## src/rtl/row_feeder_pkg.sv

```systemverilog
// rtl/row_feeder_pkg.sv - shared widths, frame defaults and FSM encoding for row_feeder
package row_feeder_pkg;

    localparam int PRECISION = 8;
    localparam int CROW      = 3;
    localparam int IMG_W_DEF = 32;
    localparam int IMG_H_DEF = 32;

    typedef enum logic [1:0] {
        RF_IDLE   = 2'd0,
        RF_FILL   = 2'd1,
        RF_STREAM = 2'd2,
        RF_DONE   = 2'd3
    } rf_state_e;

endpackage

```

## src/rtl/line_ram.sv

```systemverilog
// rtl/line_ram.sv - simple dual-port RAM, one write port, one registered read port
module line_ram #(
    parameter int DEPTH = 32,
    parameter int WIDTH = 16
) (
    input  logic                     clk,
    input  logic                     we,
    input  logic [$clog2(DEPTH)-1:0] waddr,
    input  logic [WIDTH-1:0]         wdata,
    input  logic                     re,
    input  logic [$clog2(DEPTH)-1:0] raddr,
    output logic [WIDTH-1:0]         rdata
);

    logic [WIDTH-1:0] mem [DEPTH];
    logic [WIDTH-1:0] rdata_q;

    // No reset on storage or read register so the array maps onto block RAM.
    always_ff @(posedge clk) begin
        if (we) begin
            mem[waddr] <= wdata;
        end
        if (re) begin
            rdata_q <= mem[raddr];
        end
    end

    assign rdata = rdata_q;

endmodule

```

## src/rtl/row_feeder.sv

```systemverilog
// rtl/row_feeder.sv - raster pixel stream to vertically aligned 3-row columns for the window cache
module row_feeder
    import row_feeder_pkg::*;
#(
    parameter int IMG_W = IMG_W_DEF,
    parameter int IMG_H = IMG_H_DEF
) (
    input  logic                          clk,
    input  logic                          rst_n,
    input  logic                          module_en,
    input  logic                          frame_start,
    input  logic [PRECISION-1:0]          pix_in,
    input  logic                          pix_valid,
    output logic                          pix_ready,
    output logic [PRECISION*CROW-1:0]     row_data,
    output logic [CROW-1:0]               din_valid,
    output logic                          row_switch_en,
    output logic                          over
);

    localparam int CW = $clog2(IMG_W);
    localparam int RW = $clog2(IMG_H);
    localparam int LW = 2 * PRECISION;
    localparam logic [CW-1:0] COL_LAST = CW'(IMG_W - 1);
    localparam logic [RW-1:0] ROW_LAST = RW'(IMG_H - 1);

    rf_state_e state_q, state_d;
    logic [CW-1:0] col_q, col_d;
    logic [RW-1:0] row_q, row_d;
    logic          acc;

    logic                 s1_valid_q, s1_valid_d;
    logic [PRECISION-1:0] s1_pix_q, s1_pix_d;
    logic [CW-1:0]        s1_col_q, s1_col_d;
    logic                 s1_out_q, s1_out_d;
    logic                 s1_eol_q, s1_eol_d;
    logic                 s1_last_q, s1_last_d;

    logic                 s2_valid_q, s2_valid_d;
    logic [PRECISION-1:0] s2_pix_q, s2_pix_d;
    logic [CW-1:0]        s2_col_q, s2_col_d;
    logic                 s2_out_q, s2_out_d;
    logic                 s2_eol_q, s2_eol_d;
    logic                 s2_last_q, s2_last_d;

    logic [PRECISION*CROW-1:0] row_data_q, row_data_d;
    logic                      dv_q, dv_d;
    logic                      rse_q, rse_d;
    logic                      last_out_q, last_out_d;
    logic                      over_q, over_d;

    logic [LW-1:0] rd_data;
    logic [LW-1:0] ram_wdata;
    logic          ram_re;
    logic          ram_we;

    assign pix_ready = module_en && (state_q == RF_FILL || state_q == RF_STREAM);
    assign acc       = pix_valid && pix_ready && !frame_start;

    always_comb begin
        state_d = state_q;
        col_d   = col_q;
        row_d   = row_q;
        if (frame_start) begin
            state_d = RF_FILL;
            col_d   = '0;
            row_d   = '0;
        end else begin
            if (acc) begin
                col_d = (col_q == COL_LAST) ? '0 : col_q + 1'b1;
                if (col_q == COL_LAST) begin
                    row_d = (row_q == ROW_LAST) ? '0 : row_q + 1'b1;
                end
            end
            case (state_q)
                RF_FILL:   if (acc && row_q == RW'(1) && col_q == COL_LAST) state_d = RF_STREAM;
                RF_STREAM: if (acc && row_q == ROW_LAST && col_q == COL_LAST) state_d = RF_DONE;
                RF_DONE:   if (over_q) state_d = RF_IDLE;
                default:   state_d = state_q;
            endcase
        end
    end

    // Stage 1 holds the accepted pixel and addresses the RAM; stage 2 sees the read data.
    always_comb begin
        s1_valid_d = s1_valid_q;
        s1_pix_d   = s1_pix_q;
        s1_col_d   = s1_col_q;
        s1_out_d   = s1_out_q;
        s1_eol_d   = s1_eol_q;
        s1_last_d  = s1_last_q;
        s2_valid_d = s2_valid_q;
        s2_pix_d   = s2_pix_q;
        s2_col_d   = s2_col_q;
        s2_out_d   = s2_out_q;
        s2_eol_d   = s2_eol_q;
        s2_last_d  = s2_last_q;
        row_data_d = row_data_q;
        dv_d       = 1'b0;
        rse_d      = 1'b0;
        last_out_d = 1'b0;
        if (module_en) begin
            s1_valid_d = acc;
            s1_pix_d   = pix_in;
            s1_col_d   = col_q;
            s1_out_d   = (row_q >= RW'(2));
            s1_eol_d   = (col_q == COL_LAST);
            s1_last_d  = acc && state_q == RF_STREAM && row_q == ROW_LAST && col_q == COL_LAST;
            s2_valid_d = s1_valid_q;
            s2_pix_d   = s1_pix_q;
            s2_col_d   = s1_col_q;
            s2_out_d   = s1_out_q;
            s2_eol_d   = s1_eol_q;
            s2_last_d  = s1_last_q;
            if (s2_valid_q && s2_out_q) begin
                row_data_d = {s2_pix_q, rd_data};
                dv_d       = 1'b1;
                rse_d      = s2_eol_q;
                last_out_d = s2_last_q;
            end
        end
        if (frame_start) begin
            s1_last_d  = 1'b0;
            s2_last_d  = 1'b0;
            last_out_d = 1'b0;
        end
        over_d = last_out_q && !frame_start;
    end

    // Slot pair is {row r-1, row r-2}; the new pixel becomes r-1 and old r-1 shifts to r-2.
    assign ram_re    = s1_valid_q && module_en;
    assign ram_we    = s2_valid_q && module_en;
    assign ram_wdata = {s2_pix_q, rd_data[LW-1:PRECISION]};

    line_ram #(
        .DEPTH (IMG_W),
        .WIDTH (LW)
    ) u_line_ram (
        .clk   (clk),
        .we    (ram_we),
        .waddr (s2_col_q),
        .wdata (ram_wdata),
        .re    (ram_re),
        .raddr (s1_col_q),
        .rdata (rd_data)
    );

    always_ff @(posedge clk or negedge rst_n) begin
        if (!rst_n) begin
            state_q    <= RF_IDLE;
            col_q      <= '0;
            row_q      <= '0;
            s1_valid_q <= 1'b0;
            s1_pix_q   <= '0;
            s1_col_q   <= '0;
            s1_out_q   <= 1'b0;
            s1_eol_q   <= 1'b0;
            s1_last_q  <= 1'b0;
            s2_valid_q <= 1'b0;
            s2_pix_q   <= '0;
            s2_col_q   <= '0;
            s2_out_q   <= 1'b0;
            s2_eol_q   <= 1'b0;
            s2_last_q  <= 1'b0;
            row_data_q <= '0;
            dv_q       <= 1'b0;
            rse_q      <= 1'b0;
            last_out_q <= 1'b0;
            over_q     <= 1'b0;
        end else begin
            state_q    <= state_d;
            col_q      <= col_d;
            row_q      <= row_d;
            s1_valid_q <= s1_valid_d;
            s1_pix_q   <= s1_pix_d;
            s1_col_q   <= s1_col_d;
            s1_out_q   <= s1_out_d;
            s1_eol_q   <= s1_eol_d;
            s1_last_q  <= s1_last_d;
            s2_valid_q <= s2_valid_d;
            s2_pix_q   <= s2_pix_d;
            s2_col_q   <= s2_col_d;
            s2_out_q   <= s2_out_d;
            s2_eol_q   <= s2_eol_d;
            s2_last_q  <= s2_last_d;
            row_data_q <= row_data_d;
            dv_q       <= dv_d;
            rse_q      <= rse_d;
            last_out_q <= last_out_d;
            over_q     <= over_d;
        end
    end

    assign row_data      = row_data_q;
    assign din_valid     = {CROW{dv_q}};
    assign row_switch_en = rse_q;
    assign over          = over_q;

endmodule

```

## config.mk

```make
export PLATFORM = sky130hd
export DESIGN_NAME = row_feeder
export DESIGN_NICKNAME = d
export VERILOG_FILES = /design/src/rtl/row_feeder_pkg.sv /design/src/rtl/line_ram.sv /design/src/rtl/row_feeder.sv
export SDC_FILE = /design/constraint.sdc
export NUM_CORES = 1
export LEC_CHECK = 0
export CAP_MARGIN = 0
export CORE_MARGIN = 5
export CORE_UTILIZATION = 61
export CTS_CLUSTER_SIZE = 20
export DETAILED_ROUTE_END_ITERATION = 8
export PLACE_DENSITY = 0.9
export SKIP_LAST_GASP = 1
export SLEW_MARGIN = 20
export SYNTH_ARGS = -nofsm -noshare
export SYNTH_HDL_FRONTEND = slang
export SYNTH_HIERARCHICAL = 1
export SYNTH_SLANG_ARGS = --single-unit
```

## constraint.sdc

```tcl
create_clock -name clk -period 5.47 [get_ports clk]
set_clock_uncertainty 0.05 [all_clocks]
set_input_delay 0.8205 -clock clk [delete_from_list [all_inputs] [get_ports clk]]
set_output_delay 0.8205 -clock clk [all_outputs]
set_load 0.005 [all_outputs]
```

==> metrics.csv <==
stage,metric,value,unit
placed_design,port_buffers,42,
logic_synthesis,ys_seq_area_share,74.43,%
placed_design,pre_cts_slack,1.965,ns
pwr,swShare,24.53,%
placed_design,place_congestion,0.8049,
clock_network,hold_buffers,0,
layout,post-route-util,68.48,%
pwr,pwr-share-seq,50.6,%
timing,finalCritPeriodShare,56.35,%
timing,period_minus_slack,3.082,ns
clock_network,ctsHtreeMaxLevel,2,
layout,area_growth_syn_to_layout,11.24,%
setup_path,worstPathArrival,3.34,ns
grt,grt_pass1_vias,13320,
clock_network,clkSlewWorstSetupHoldPaths,0.07,ns
grt,gr-usage-all-layers,25.02,%
drt,vias,13460,
logic_synthesis,yosysUniqueCellTypes,47,
pwr,peakVddDrop,0.5663,mV
layout,design_area,26460,um2
timing,fmax,324.4,MHz
layout,antenna_cells,0,
logic_synthesis,avgSynthCellArea,17.40,um2
pwr,p_comb_share,14.4,%
outcome,status,completed,
logic_synthesis,netlist_area,23790,um2
pwr,p_int,8.109,mW
job,maxCapViolations,0,
clock_network,tritoncts,yes,
layout,fill_cells,2140,
logic_synthesis,synth-main-ff-cell,edfxtp_1,
pwr,power_density,406.0,nW/um2
placed_design,dp_hpwl,28960,um
clock_network,cts_setup_buffers,0,
floorplan,initial_core_util,61.55,%
clock_network,cts_buffers,54,
drt,vias_per_cell,6.745,
setup_path,r2r_start,s1_col_q[1]$_DFFE_PN0P_,
logic_synthesis,ys_seq_elements,602,
clock_network,clock-sinks,602,
layout,drive_gt1_share,13.53,%
setup_path,endpoint_kind,flop,
timing,final.setup.tns,0,ns
setup_path,rrSetupSlack,2.39,ns
logic_synthesis,yosys_warnings,6,
timing,slew_headroom,25.32,%
drt,drt_iter0_markers,2170,
drt,drt_wl_total,56810,um
placed_design,place_inst,1890,
clock_network,cts-root-buf,clkbuf_16,
logic_synthesis,synthArstFlopShare,12.29,%
timing,setup_ws,2.388,ns
drt,drtPass1Iterations,5,
grt,grt_pass1_wl,82760,um
floorplan,core-area,38650,um2
logic_synthesis,synth_edf_count,528,
timing,timing.hold.ws,0.3769,ns
logic_synthesis,synthCells,1367,
setup_path,worstPathMaxFanout,48,
floorplan,die_x,207.5,um
setup_path,critPathRequiredTime,5.73,ns
grt,grt_max_degree,131,
drt,route.detailed.drc,0,
clock_network,cts_resized,0,
timing,worstMarginPinSlew,1.120,ns
floorplan,die-area,43050,um2
min_path,hold_path.class,input port to asynchronous set/reset pin,
floorplan,die_h,207.5,um
timing,finalHoldViolCount,0,
timing,final-setup-viol-count,0,
drt,wl_per_cell,28.46,um
floorplan,ioPinCount,43,
setup_path,cp-start-kind,flop,
setup_path,cp-startpoint,s1_col_q[1]$_DFFE_PN0P_,
layout,layout.nets,1455,
pwr,power,10.74,mW
clock_network,clock_path_buffers,3,
timing,rsz0062_at_grt,false,
pwr,clockPowerShare,35.0,%
placed_design,placed_cell_area,24620,um2
setup_path,critical_path_class,flop to flop,
drt,ant_nets,0,
pwr,p_leak,8.712,nW
clock_network,insertion_delay,0.59,ns
logic_synthesis,syn_nets,1389,
floorplan,rows,72,
timing,drv_slew,0,
layout,stdcell_count,1996,
pwr,netSwitchingPower,2.636,mW
grt,antenna_found_initial,0,
grt,grt_overflow,0,
[critical path: stages, from the launching register on]
cell and delay [ns]:
dfrtp_1 0.55, and2_2 0.46, buf_4 0.68, a22o_1 0.33
nor3_1 0.10, a31oi_1 0.50, nand3_1 0.12
[sequential cells by signal (all words and copies together), names as in the netlist]
register          flops
s1_pix_q              8
s2_eol_q              1
s1_out_q              1
row_switch_en         1
s2_valid_q            1
s2_pix_q              8
s2_last_q             1
row_data             24
s1_col_q              5
u_line_ram/rdata     16
last_out_q            1
state_q               2
dv_q                  1
s2_out_q              1
s1_eol_q              1
u_line_ram/mem      512
over                  1
s1_valid_q            1
s2_col_q              5
s1_last_q             1
row_q                 5
col_q                 5
[cell usage in the layout (no fill, tap or decap), types with 5 or more instances in the layout]
cell             synthesis  routed
nand3_1                 36      36
a22oi_1                 64      64
clkinv_2                 0       8
a21oi_1                 40      40
a31oi_1                 19      19
clkbuf_1                14      23
nor3_1                  20      20
nand3b_1                 5       5
buf_4                   22      40
nor2_2                   0       5
inv_1                    9       9
nand2_1                 38      38
clkdlybuf4s50_1          0      40
clkbuf_8                 0       6
edfxtp_1               528     528
mux2_2                  52      52
nor2_1                  45      40
ha_1                     9       9
dfrtp_1                 74      68
dfrtp_2                  0       5
mux2i_1                259     259
a22o_1                  33      33
nand4_1                 16      16
o21ai_0                  6       6
clkbuf_16                0      57
[area by class of cell]
| class | instances | area (um2) | share of cell area, % |
|---|---|---|---|
| Clock inverter | 15 | 155.1 | 0.5863 |
| Tap cell | 518 | 648.1 | 2.449 |
| Clock buffer | 86 | 1595 | 6.028 |
| Sequential cell | 602 | 17720 | 66.95 |
| Multi-Input combinational cell | 676 | 5461 | 20.64 |
| Timing Repair Buffer | 89 | 849.6 | 3.210 |
| Inverter | 10 | 37.54 | 0.1418 |
[path summary, 6_finish.rpt]
kind	endpoint	cells past startpoint
max in group asynchronous	s1_col_q[0]$_DFFE_PN0P_	1
max reg2reg	u_line_ram/rdata[10]$_DFFE_PP_	6
min reg2reg	row_data[0]$_DFFE_PN0P_	1
min	row_data[8]$_DFFE_PN0P_	1
max	u_line_ram/rdata[10]$_DFFE_PP_	6
min in group clk	row_data[0]$_DFFE_PN0P_	1
[per-layer routing]
metal / global-route usage (%) / vias to the layer above / wire [um]
met5: 0 / - / 0
met4: 9.758 / 0 / 2229
met3: 6.453 / 169 / 6721
met2: 40.37 / 1128 / 27960
met1: 33.19 / 6678 / 19890
li1: - / 5489 / -
[power by group through the flow]
stage / combinational (mW) / sequential, mW / clock [mW]
after CTS: 1.49 / 5.45 / 3.76
after detailed placement: 1.43 / 5.54 / 0
after global placement: 1.38 / 5.52 / 0
after floorplan: 1.02 / 5.48 / 0
after global routing: 1.61 / 5.45 / 3.98
final: 1.54 / 5.44 / 3.76
[cells by family after synthesis]
kind of cell	count (synthesis)	synth area share [%]
flip-flops	602	74.43
multiplexers	312	13.41
AND/OR/NAND/NOR	186	3.955
AO/OA/AOI/OAI	168	4.965
buffers and inverters	89	2.730
adder cells (fa/ha/maj)	9	0.4734
XOR/XNOR	1	0.03682
[Yosys cell counts (all sizes together), types with 14 or more instances]
library cell,count,share of area [%]
a21oi,40,0.84
a22o,33,1.2
clkbuf,14,0.22
a31oi,19,0.50
nand2,39,0.63
mux2,53,2.5
nand3,36,0.76
dfrtp,74,7.8
nor2,46,0.76
nand4,16,0.42
buf,65,2.4
a22oi,64,2.0
nor3,20,0.42
edfxtp,528,67
mux2i,259,11
(Power assumes the default switching activity.)
